==> src/rtl/vcache_stat_sampler_if.sv <==
// Record stream from the stat sampler to the host-side collector, plus FSM debug taps.
// Handshake: a word transfers on every cycle where v_o & ready_i; while v_o=1 and
// ready_i=0 the word is held unchanged, and v_o never depends on ready_i.
`timescale 1ns/1ps
interface vcache_stat_sampler_if #(
    parameter int data_width_p = 32
);
    logic [data_width_p-1:0] data_o;
    logic                    v_o;
    logic                    ready_i;
    logic                    dbg_send;
    logic [2:0]              dbg_widx;

    modport master (
        output data_o,
        output v_o,
        output dbg_send,
        output dbg_widx,
        input  ready_i
    );

    modport slave (
        input  data_o,
        input  v_o,
        input  dbg_send,
        input  dbg_widx,
        output ready_i
    );
endinterface

==> src/rtl/vcache_stat_sampler.sv <==
// Counts accepted vcache loads/stores/misses, snapshots them on request into a
// record FIFO, and serializes each record as six words over a valid/ready port.
`timescale 1ns/1ps
module vcache_stat_sampler #(
    parameter int data_width_p = 32,
    parameter int fifo_els_p   = 4
) (
    input  logic                    clk_i,
    input  logic                    reset_n_i,
    input  logic                    v_i,
    input  logic                    yumi_i,
    input  logic                    ld_op_i,
    input  logic                    st_op_i,
    input  logic                    miss_i,
    input  logic [31:0]             global_ctr_i,
    input  logic                    print_stat_v_i,
    input  logic [data_width_p-1:0] print_stat_tag_i,
    input  logic                    clear_i,
    vcache_stat_sampler_if.master   stat_out,
    output logic                    drop_o,
    output logic [7:0]              drop_count_o
);
    localparam int addr_w_lp = $clog2(fifo_els_p);
    localparam logic [addr_w_lp:0] depth_lp = (addr_w_lp+1)'(fifo_els_p);
    localparam logic [addr_w_lp:0] one_lp   = (addr_w_lp+1)'(1);

    typedef logic [data_width_p-1:0] word_t;
    typedef logic [5:0][data_width_p-1:0] rec_t;
    typedef enum logic {IDLE, SEND} state_e;

    function automatic word_t sat_inc(input word_t val, input logic en);
        if (en && (val != '1)) return val + word_t'(1);
        return val;
    endfunction

    word_t ld_r, st_r, ld_miss_r, st_miss_r;
    word_t ld_post, st_post, ld_miss_post, st_miss_post;
    word_t gctr_ext;
    logic  acc;

    // Post-increment values feed both the snapshot and the counter update.
    always_comb begin
        acc          = v_i & yumi_i;
        ld_post      = sat_inc(ld_r,      acc & ld_op_i);
        st_post      = sat_inc(st_r,      acc & st_op_i);
        ld_miss_post = sat_inc(ld_miss_r, acc & ld_op_i & miss_i);
        st_miss_post = sat_inc(st_miss_r, acc & st_op_i & miss_i);
        gctr_ext       = '0;
        gctr_ext[31:0] = global_ctr_i;
    end

    always_ff @(posedge clk_i or negedge reset_n_i) begin
        if (!reset_n_i) begin
            ld_r      <= '0;
            st_r      <= '0;
            ld_miss_r <= '0;
            st_miss_r <= '0;
        end else if (clear_i) begin
            ld_r      <= '0;
            st_r      <= '0;
            ld_miss_r <= '0;
            st_miss_r <= '0;
        end else begin
            ld_r      <= ld_post;
            st_r      <= st_post;
            ld_miss_r <= ld_miss_post;
            st_miss_r <= st_miss_post;
        end
    end

    rec_t               mem_r [fifo_els_p];
    rec_t               rec_in, head;
    logic [addr_w_lp:0] wptr_r, rptr_r, count;
    logic               full, empty, push, pop, drop_evt;
    state_e             state_r, state_n;
    logic [2:0]         widx_r, widx_n;
    word_t              data_word;

    always_comb begin
        count    = wptr_r - rptr_r;
        full     = (count == depth_lp);
        empty    = (count == '0);
        pop      = (state_r == SEND) & stat_out.ready_i & (widx_r == 3'd5);
        // The slot freed by a final-word pop is reusable in the same cycle.
        push     = print_stat_v_i & (~full | pop);
        drop_evt = print_stat_v_i & full & ~pop;
        rec_in[0] = gctr_ext;
        rec_in[1] = print_stat_tag_i;
        rec_in[2] = ld_post;
        rec_in[3] = st_post;
        rec_in[4] = ld_miss_post;
        rec_in[5] = st_miss_post;
        head      = mem_r[rptr_r[addr_w_lp-1:0]];
    end

    always_ff @(posedge clk_i) begin
        if (push) mem_r[wptr_r[addr_w_lp-1:0]] <= rec_in;
    end

    always_ff @(posedge clk_i or negedge reset_n_i) begin
        if (!reset_n_i) begin
            wptr_r       <= '0;
            rptr_r       <= '0;
            drop_o       <= 1'b0;
            drop_count_o <= 8'd0;
        end else begin
            if (push) wptr_r <= wptr_r + one_lp;
            if (pop)  rptr_r <= rptr_r + one_lp;
            if (drop_evt) begin
                drop_o <= 1'b1;
                if (drop_count_o != 8'hFF) drop_count_o <= drop_count_o + 8'd1;
            end
        end
    end

    always_ff @(posedge clk_i or negedge reset_n_i) begin
        if (!reset_n_i) begin
            state_r <= IDLE;
            widx_r  <= 3'd0;
        end else begin
            state_r <= state_n;
            widx_r  <= widx_n;
        end
    end

    // A same-cycle push counts as occupancy so word 0 appears one cycle after the request.
    always_comb begin
        state_n = state_r;
        widx_n  = widx_r;
        case (state_r)
            IDLE: begin
                if (!empty || push) begin
                    state_n = SEND;
                    widx_n  = 3'd0;
                end
            end
            SEND: begin
                if (stat_out.ready_i) begin
                    if (widx_r == 3'd5) begin
                        widx_n  = 3'd0;
                        state_n = ((count > one_lp) || push) ? SEND : IDLE;
                    end else begin
                        widx_n = widx_r + 3'd1;
                    end
                end
            end
            default: begin
                state_n = IDLE;
                widx_n  = 3'd0;
            end
        endcase
    end

    always_comb begin
        data_word = '0;
        if (state_r == SEND) begin
            case (widx_r)
                3'd0:    data_word = head[0];
                3'd1:    data_word = head[1];
                3'd2:    data_word = head[2];
                3'd3:    data_word = head[3];
                3'd4:    data_word = head[4];
                3'd5:    data_word = head[5];
                default: data_word = '0;
            endcase
        end
    end

    assign stat_out.v_o      = (state_r == SEND);
    assign stat_out.data_o   = data_word;
    assign stat_out.dbg_send = (state_r == SEND);
    assign stat_out.dbg_widx = widx_r;
endmodule

==> src/flat_wrapper.sv <==
// flat-port wrapper written by rule: the top's interface ports become plain ports
module vcache_stat_sampler_flat 
#(
    parameter int data_width_p = 32,
    parameter int fifo_els_p   = 4
)
  (clk_i, reset_n_i, v_i, yumi_i, ld_op_i, st_op_i, miss_i, global_ctr_i, print_stat_v_i, print_stat_tag_i, clear_i, drop_o, drop_count_o, stat_out_data_o, stat_out_v_o, stat_out_dbg_send, stat_out_dbg_widx, stat_out_ready_i);
  vcache_stat_sampler_if #(.data_width_p(data_width_p)) stat_out_i ();
  input  logic clk_i;
  input  logic reset_n_i;
  input  logic v_i;
  input  logic yumi_i;
  input  logic ld_op_i;
  input  logic st_op_i;
  input  logic miss_i;
  input  logic [31:0] global_ctr_i;
  input  logic print_stat_v_i;
  input  logic [data_width_p-1:0] print_stat_tag_i;
  input  logic clear_i;
  output logic drop_o;
  output logic [7:0] drop_count_o;
  output wire logic [$bits(stat_out_i.data_o)-1:0] stat_out_data_o;
  output wire logic [$bits(stat_out_i.v_o)-1:0] stat_out_v_o;
  output wire logic [$bits(stat_out_i.dbg_send)-1:0] stat_out_dbg_send;
  output wire logic [$bits(stat_out_i.dbg_widx)-1:0] stat_out_dbg_widx;
  input wire logic [$bits(stat_out_i.ready_i)-1:0] stat_out_ready_i;
  assign stat_out_data_o = stat_out_i.data_o;
  assign stat_out_v_o = stat_out_i.v_o;
  assign stat_out_dbg_send = stat_out_i.dbg_send;
  assign stat_out_dbg_widx = stat_out_i.dbg_widx;
  assign stat_out_i.ready_i = stat_out_ready_i;
  vcache_stat_sampler #(.data_width_p(data_width_p), .fifo_els_p(fifo_els_p)) u_core (.clk_i(clk_i), .reset_n_i(reset_n_i), .v_i(v_i), .yumi_i(yumi_i), .ld_op_i(ld_op_i), .st_op_i(st_op_i), .miss_i(miss_i), .global_ctr_i(global_ctr_i), .print_stat_v_i(print_stat_v_i), .print_stat_tag_i(print_stat_tag_i), .clear_i(clear_i), .stat_out(stat_out_i), .drop_o(drop_o), .drop_count_o(drop_count_o));
endmodule
==> config.mk <==
export PLATFORM = sky130hd
export DESIGN_NAME = vcache_stat_sampler_flat
export DESIGN_NICKNAME = d
export VERILOG_FILES = /design/src/rtl/vcache_stat_sampler_if.sv /design/src/rtl/vcache_stat_sampler.sv /design/src/flat_wrapper.sv
export SDC_FILE = /design/constraint.sdc
export NUM_CORES = 1
export LEC_CHECK = 0
export BUFFER_PORTS_ARGS = -buffer_cell sky130_fd_sc_hd__buf_2
export CORE_ASPECT_RATIO = 1.1
export CORE_MARGIN = 2
export CORE_UTILIZATION = 50
export DETAILED_ROUTE_END_ITERATION = 7
export GPL_ROUTABILITY_DRIVEN = 0
export GPL_TIMING_DRIVEN = 0
export PLACE_DENSITY = 0.66
export SLEW_MARGIN = 30
export SYNTH_ARGS = -nofsm -noshare
export SYNTH_HDL_FRONTEND = slang
export SYNTH_SLANG_ARGS = --single-unit
==> constraint.sdc <==
create_clock -name clk_i -period 7.6 [get_ports clk_i]
set_input_delay 0.38 -clock clk_i [delete_from_list [all_inputs] [get_ports clk_i]]
set_output_delay 0.38 -clock clk_i [all_outputs]
set_load 0.05 [all_outputs]
==> impl_metrics.py, run 1 <==
metrics = {
    "global_routing": {
        "antenna_found_initial": 2,
        "grt_util_all_layers_pct": 24.3,
        "grt_pass1_vias": 21900,
        "grt_pass1_wl_um": 139000,
        "grt_overflow_total": 0,
        "grt_max_degree": 78,
    },
    "drt": {
        "via_per_inst": 6.14,
        "wl_um": 94100,
        "post_drt_wl_per_cell_um": 26.7,
        "drt_iter0_markers": 2383,
        "drcViolationCount": 0,
        "ant_nets": 0,
        "firstDrtPassIters": 5,
        "vias": 21600,
    },
    "timing": {
        "rsz0062_at_grt": "false",
        "hold_viol_final": 0,
        "slew_viol_final": 0,
        "min_period_ns": 4.76,
        "setup_viol": 0,
        "worstMarginPinSlew_ns": 1.06,
        "fin_tns_setup_ns": 0,
        "period_share_pct": 62.7,
        "slew_headroom_pct": 29.3,
        "fmax_mhz": 210,
        "skew_ns": 0.0251,
        "setup_ws_ns": 2.84,
    },
    "job": {
        "drv_cap": 0,
    },
    "clocking": {
        "cts_inserted_buffers": 88,
        "cts_setup_buffers": 0,
        "clockBufferDepth": 3,
        "cts_tree": "yes",
        "post_cts_resized": 0,
        "htreeDepth": 3,
        "insertion_delay_ns": 0.64,
        "ctsHoldBuffers": 67,
        "cts_sinks": 915,
        "clk_pin_slew_ns": 0.06,
        "root_buffer": "clkbuf_16",
    },
    "placement": {
        "port_buffers": 118,
        "pre_cts_slack_ns": 3.19,
        "dp_hpwl_um": 64700,
    },
    "final_layout": {
        "postLayoutCoreUtil_pct": 58.7,
        "drive_gt1_share_pct": 22.8,
        "syn2layout_area_growth_pct": 15.8,
        "nets": 2570,
    },
    "worst_setup_path": {
        "cp-start-kind": "flop",
        "crit_fanout": 10,
        "rr_endpoint": "u_core.mem_r[3][111]",
        "reg2regPathDepth": 10,
        "r2r_slack_ns": 4.12,
        "required_ns": 7.22,
        "path_class": "flop to output port",
        "worst_setup_path_end_kind": "output port",
        "r2r_start": "u_core.wptr_r[0]",
        "cp.arrival_ns": 4.38,
    },
    "synth": {
        "ys_seq_area_share_pct": 70.5,
        "yosysTopAreaCell": "edfxtp_1",
        "synth_fp_nets": 2274,
        "yosysUniqueCellTypes": 57,
        "synth-edff-count": 768,
        "yosys-top-cells-area": "edfxtp_1 (61%), mux4_2 (11%), dfrtp_1 (9.7%)",
        "synth.most_common_cell": "edfxtp_1",
        "synth.top_cells.by_count": "edfxtp_1 (768), mux4_2 (192), dfrtp_1 (147), nor2_1 (107)",
        "avgSynthCellArea_um2": 17.3,
        "ys_ff_latch": 915,
        "synth_ff_type": "edfxtp_1",
        "synth_top_area_share_pct": 60.8,
        "syn_area_mm2": 0.0379,
        "syn_inst": 2187,
        "async_reset_ff_share_pct": 16.1,
        "ys_warn_count": 0,
    },
    "die": {
        "die_y_um": 293,
        "row_count": 105,
        "dieArea_mm2": 0.0781,
        "core_mm2": 0.0749,
        "ios": 120,
        "die_w_um": 267,
        "initial_utilization_pct": 50.7,
    },
    "power_and_ir_drop": {
        "ir_drop_mv": 0.246,
        "p_leak_nw": 15.5,
        "power_density_mw_per_mm2": 372,
    },
    "hold_path": {
        "hold_path_class": "input port to asynchronous set/reset pin",
    },
    "outcome": {
        "outcome": "complete, no violations",
    },
}
## layout by cell type, fill, tap and decap left out, drive strengths merged, types with 12 or more instances in the layout
| cell | count |
|---|---|
| clkbuf | 206 |
| ha | 12 |
| mux4 | 192 |
| o21ai | 25 |
| and3 | 16 |
| edfxtp | 768 |
| or3 | 17 |
| a21oi | 29 |
| nand2 | 77 |
| nand3 | 52 |
| nand4 | 48 |
| nor3 | 36 |
| clkinv | 25 |
| o31ai | 12 |
| buf | 163 |
| a31oi | 34 |
| nor2 | 107 |
| or4 | 16 |
| and4 | 16 |
| nor2b | 96 |
| nor4 | 23 |
| inv | 22 |
| xor2 | 63 |
| dlygate4sd3 | 67 |
| mux2 | 74 |
| dfrtp | 147 |
| a22oi | 96 |
| xnor2 | 46 |
## worst max path at each step
stage / start / endpoint
final: u_core.rptr_r[0] / stat_out_data_o[22]
after global routing: u_core.rptr_r[0] / stat_out_data_o[12]
after CTS: u_core.rptr_r[0] / stat_out_data_o[22]
after detailed placement: u_core.rptr_r[0] / stat_out_data_o[22]
after global placement: u_core.wptr_r[0] / u_core.mem_r[3][117]
after floorplan: u_core.stat_out.dbg_widx[0] / u_core.mem_r[3][0]
## power by group
| part | internal [W] | switching, W | total (W) |
|---|---|---|---|
| Clock | 0.00261 | 0.00185 | 0.00447 |
| Combinational | 0.00175 | 0.00335 | 0.00511 |
| Sequential | 0.00656 | 0.000225 | 0.00679 |
| Total | 0.0109 | 0.00543 | 0.0164 |
## registers in the layout (all words and copies together) (netlist names)
register and count:
u_core.drop_o 1, u_core.wptr_r 3, u_core.rptr_r 3, u_core.st_r 32, u_core.drop_count_o 8, u_core.stat_out.dbg_widx 3
u_core.st_miss_r 32, u_core.ld_miss_r 32, u_core.ld_r 32, u_core.stat_out.dbg_send 1, u_core.mem_r 768
## worst max-delay path, cell delays in order (launching register included)
cell	delay, ns
dfrtp_1	0.37
clkbuf_1	0.30
buf_1	0.60
clkbuf_2	0.51
mux4_2	0.56
a22oi_1	0.56
a31oi_1	0.48
buf_2	0.35
## metal layers
metal	up-vias	global-route usage [%]	share of wire, %
met1	11300	33.3	41
met4	0	9.28	3.8
met2	821	39.4	49
met3	148	3.80	6.8
met5	-	0	0
li1	9367	-	-
## layout make-up
type | instances | area (um2)
buffer | 110 | 443
clock inverter | 44 | 497
multi-input combinational | 1146 | 10800
clock buffer | 120 | 2480
tap | 963 | 1200
timing repair buffer | 206 | 1760
inverter | 16 | 60.1
sequential | 915 | 26700
fill | 5554 | 30900
antenna | 1 | 2.50
## stage by stage
stage          hold WS (ns)  cell area, um2  instances  power, W
2_1_floorplan        0.0844           37900       2187    0.0102
3_3_place_gp          0.453           39700       3268    0.0121
3_5_place_dp          0.432           40300       3289    0.0120
4_1_cts               0.364           43900       3520    0.0165
5_1_grt               0.361           43900       3520    0.0169
6_report              0.335           43900       3521    0.0164
## logic make-up (layout without fill, tap and decap cells)
| kind of cell | Yosys count | count (layout) | share of synthesized area, % |
|---|---|---|---|
| flip-flops | 915 | 915 | 70.5 |
| adder cells (fa/ha/maj) | 13 | 13 | 0.448 |
| AND/OR/NAND/NOR | 540 | 540 | 7.76 |
| XOR/XNOR | 110 | 110 | 2.58 |
| buffers and inverters | 126 | 496 | 1.27 |
| AO/OA/AOI/OAI | 216 | 216 | 3.85 |
| multiplexers | 267 | 267 | 13.6 |
| other | 0 | 1 | 0 |
Note: power is estimated with default switching activity, not from simulation.
==> run 2: changes to the inputs <==
--- a/config.mk
+++ b/config.mk
@@ -12,7 +12,7 @@
 export DETAILED_ROUTE_END_ITERATION = 7
 export GPL_ROUTABILITY_DRIVEN = 0
 export GPL_TIMING_DRIVEN = 0
-export PLACE_DENSITY = 0.66
+export PLACE_DENSITY = 0.69
 export SLEW_MARGIN = 30
 export SYNTH_ARGS = -nofsm -noshare
 export SYNTH_HDL_FRONTEND = slang
==> constraint.sdc (replaced) <==
create_clock -name clk_i -period 3.8 [get_ports clk_i]
set_input_delay 0.19 -clock clk_i [delete_from_list [all_inputs] [get_ports clk_i]]
set_output_delay 0.19 -clock clk_i [all_outputs]
set_load 0.05 [all_outputs]
==> run 2 against run 1 <==
Compared with the run above: worst hold slack worse by 0.30 ns; clock power up 100%; combinational power is 100% higher; global-route usage increased by 0.075 points; die area did not move; register-to-register slack worse by 3.7 ns; flip-flop and latch count unchanged; non-clock buffer count unchanged; clock skew down 0.0020 ns; cell count fell by 0.11%; setup slack got worse by 2.8 ns; wire length is 0.33% lower; largest power group unchanged.
==> impl_metrics.py, run 2 (synthesized netlist as in run 1, its figures left out) <==
metrics = {
    "timing": {
        "period_share_pct": 98.6,
        "fin_tns_setup_ns": 0,
        "hold_viol_final": 0,
        "min_period_ns": 3.75,
        "slew_viol_final": 0,
        "slew_headroom_pct": 31.2,
        "worstMarginPinSlew_ns": 1.03,
        "skew_ns": 0.0231,
        "setup_ws_ns": 0.0514,
        "fmax_mhz": 267,
        "setup_viol": 0,
    },
    "worst_setup_path": {
        "required_ns": 3.61,
        "crit_fanout": 10,
        "path_class": "flop to output port",
        "rr_endpoint": "u_core.mem_r[0][11]",
        "cp-start-kind": "flop",
        "r2r_slack_ns": 0.38,
        "startpoint": "u_core.rptr_r[0]",
        "reg2regPathDepth": 10,
        "worst_setup_path_end_kind": "output port",
        "cp.arrival_ns": 3.56,
        "r2r_start": "u_core.wptr_r[0]",
    },
    "final_layout": {
        "syn2layout_area_growth_pct": 16.4,
        "diodes": 0,
        "drive_gt1_share_pct": 25.2,
        "largest_reg_flops": 768,
        "final_cell_mix": "edfxtp_1 (768), mux4_2 (192), dfrtp_1 (147)",
        "final_common_cell": "edfxtp_1",
        "nets": 2570,
        "fillers": 5412,
    },
    "drt": {
        "ant_nets": 0,
        "vias": 21700,
        "firstDrtPassIters": 8,
        "via_per_inst": 6.18,
        "drcViolationCount": 0,
        "post_drt_wl_per_cell_um": 26.7,
        "wl_um": 93800,
        "drt_iter0_markers": 2423,
    },
    "die": {
        "initial_utilization_pct": 50.7,
        "row_count": 105,
        "die_y_um": 293,
        "ios": 120,
        "core_mm2": 0.0749,
        "die_w_um": 267,
        "dieArea_mm2": 0.0781,
    },
    "power_and_ir_drop": {
        "ir_drop_mv": 0.844,
        "power_density_mw_per_mm2": 746,
        "p_leak_nw": 15.6,
    },
    "clocking": {
        "insertion_delay_ns": 0.65,
        "cts_tree": "yes",
        "clk_pin_slew_ns": 0.07,
        "cts_setup_buffers": 0,
        "htreeDepth": 3,
        "cts_inserted_buffers": 88,
        "clockBufferDepth": 3,
        "cts_sinks": 915,
        "root_buffer": "clkbuf_16",
    },
    "placement": {
        "dp_hpwl_um": 64800,
        "port_buffers": 118,
        "pre_cts_slack_ns": -0.203,
    },
    "global_routing": {
        "grt_pass1_vias": 22000,
        "grt_overflow_total": 0,
        "grt_max_degree": 70,
        "grt_util_all_layers_pct": 24.3,
        "antenna_found_initial": 2,
        "grt_pass1_wl_um": 140000,
    },
    "outcome": {
        "outcome": "complete, no violations",
    },
    "hold_path": {
        "hold_path_class": "input port to asynchronous set/reset pin",
    },
    "job": {
        "drv_cap": 0,
    },
}
## run 2: cell count changes in the layout (fill, tap and decap cells not counted), moves of 6 or more
cell and delta:
clkinvlp_4 +7, clkbuf_8 -8, a22oi_1 -21, clkbuf_2 +14, buf_1 -10, clkbuf_1 -29
a22oi_2 +21, clkbuf_4 +6, buf_4 +10
## run 2: where the power goes
part	switching, W	total [W]	internal, W
Sequential	0.000488	0.0136	0.0131
Clock	0.00374	0.00902	0.00528
Combinational	0.00667	0.0103	0.00364
## run 2: routing by layer
layer | part of all wire [%] | global-route usage [%] | wire length (um)
met1 | 40 | 32.9 | 37300
met3 | 7.5 | 4.11 | 7020
met4 | 4.4 | 11.2 | 4160
met2 | 48 | 38.9 | 45300
met5 | 0.056 | 0 | 53
## run 2: per-stage QoR
step	total power (W)	cell area (um2)	std cells	hold WS, ns	utilization, %
after CTS	0.0331	44100	3519	0.0181	58.9
after floorplan	0.0202	37900	2187	-0.106	-
after global placement	0.0237	39700	3268	0.400	53.1
after detailed placement	0.0239	40300	3291	0.0727	53.8
final	0.0329	44200	3517	0.0392	59.0
after global routing	0.0341	44200	3517	0.0552	59.0
## run 2: area by class of cell
cell class / instances / area [um2] / area share (%)
Tap cell: 963 / 1200 / 2.73
Sequential cell: 915 / 26700 / 60.5
Buffer: 108 / 524 / 1.19
Timing Repair Buffer: 208 / 1780 / 4.04
Clock inverter: 53 / 639 / 1.45
Multi-Input combinational cell: 1146 / 10900 / 24.6
Clock buffer: 108 / 2340 / 5.29
Inverter: 16 / 60.1 / 0.136
## run 2: repair_timing
item,in CTS,in global routing
gates cloned,0,0
hold endpoints to repair,338,0
resized for setup,90,32
hold buffers,67,0
setup endpoints to repair,32,27
pin swaps,0,0
## run 2: worst max-delay path, stage by stage (launching register included)
cell and delay, ns:
dfrtp_1 0.39, clkbuf_1 0.27, buf_4 0.34, clkbuf_4 0.36, mux4_2 0.59, a22oi_1 0.39
a31oi_1 0.28, buf_2 0.29
## run 2: worst max path at each step
stage	end	slack (ns)	depth (start not counted)
after global routing	stat_out_data_o[20]	-0.03	7
final	stat_out_data_o[6]	0.05	7
after CTS	stat_out_data_o[24]	-0.08	7
after detailed placement	stat_out_data_o[26]	-0.20	7
after global placement	u_core.mem_r[1][80]	-2.49	7
after floorplan	u_core.mem_r[0][0]	-0.58	5
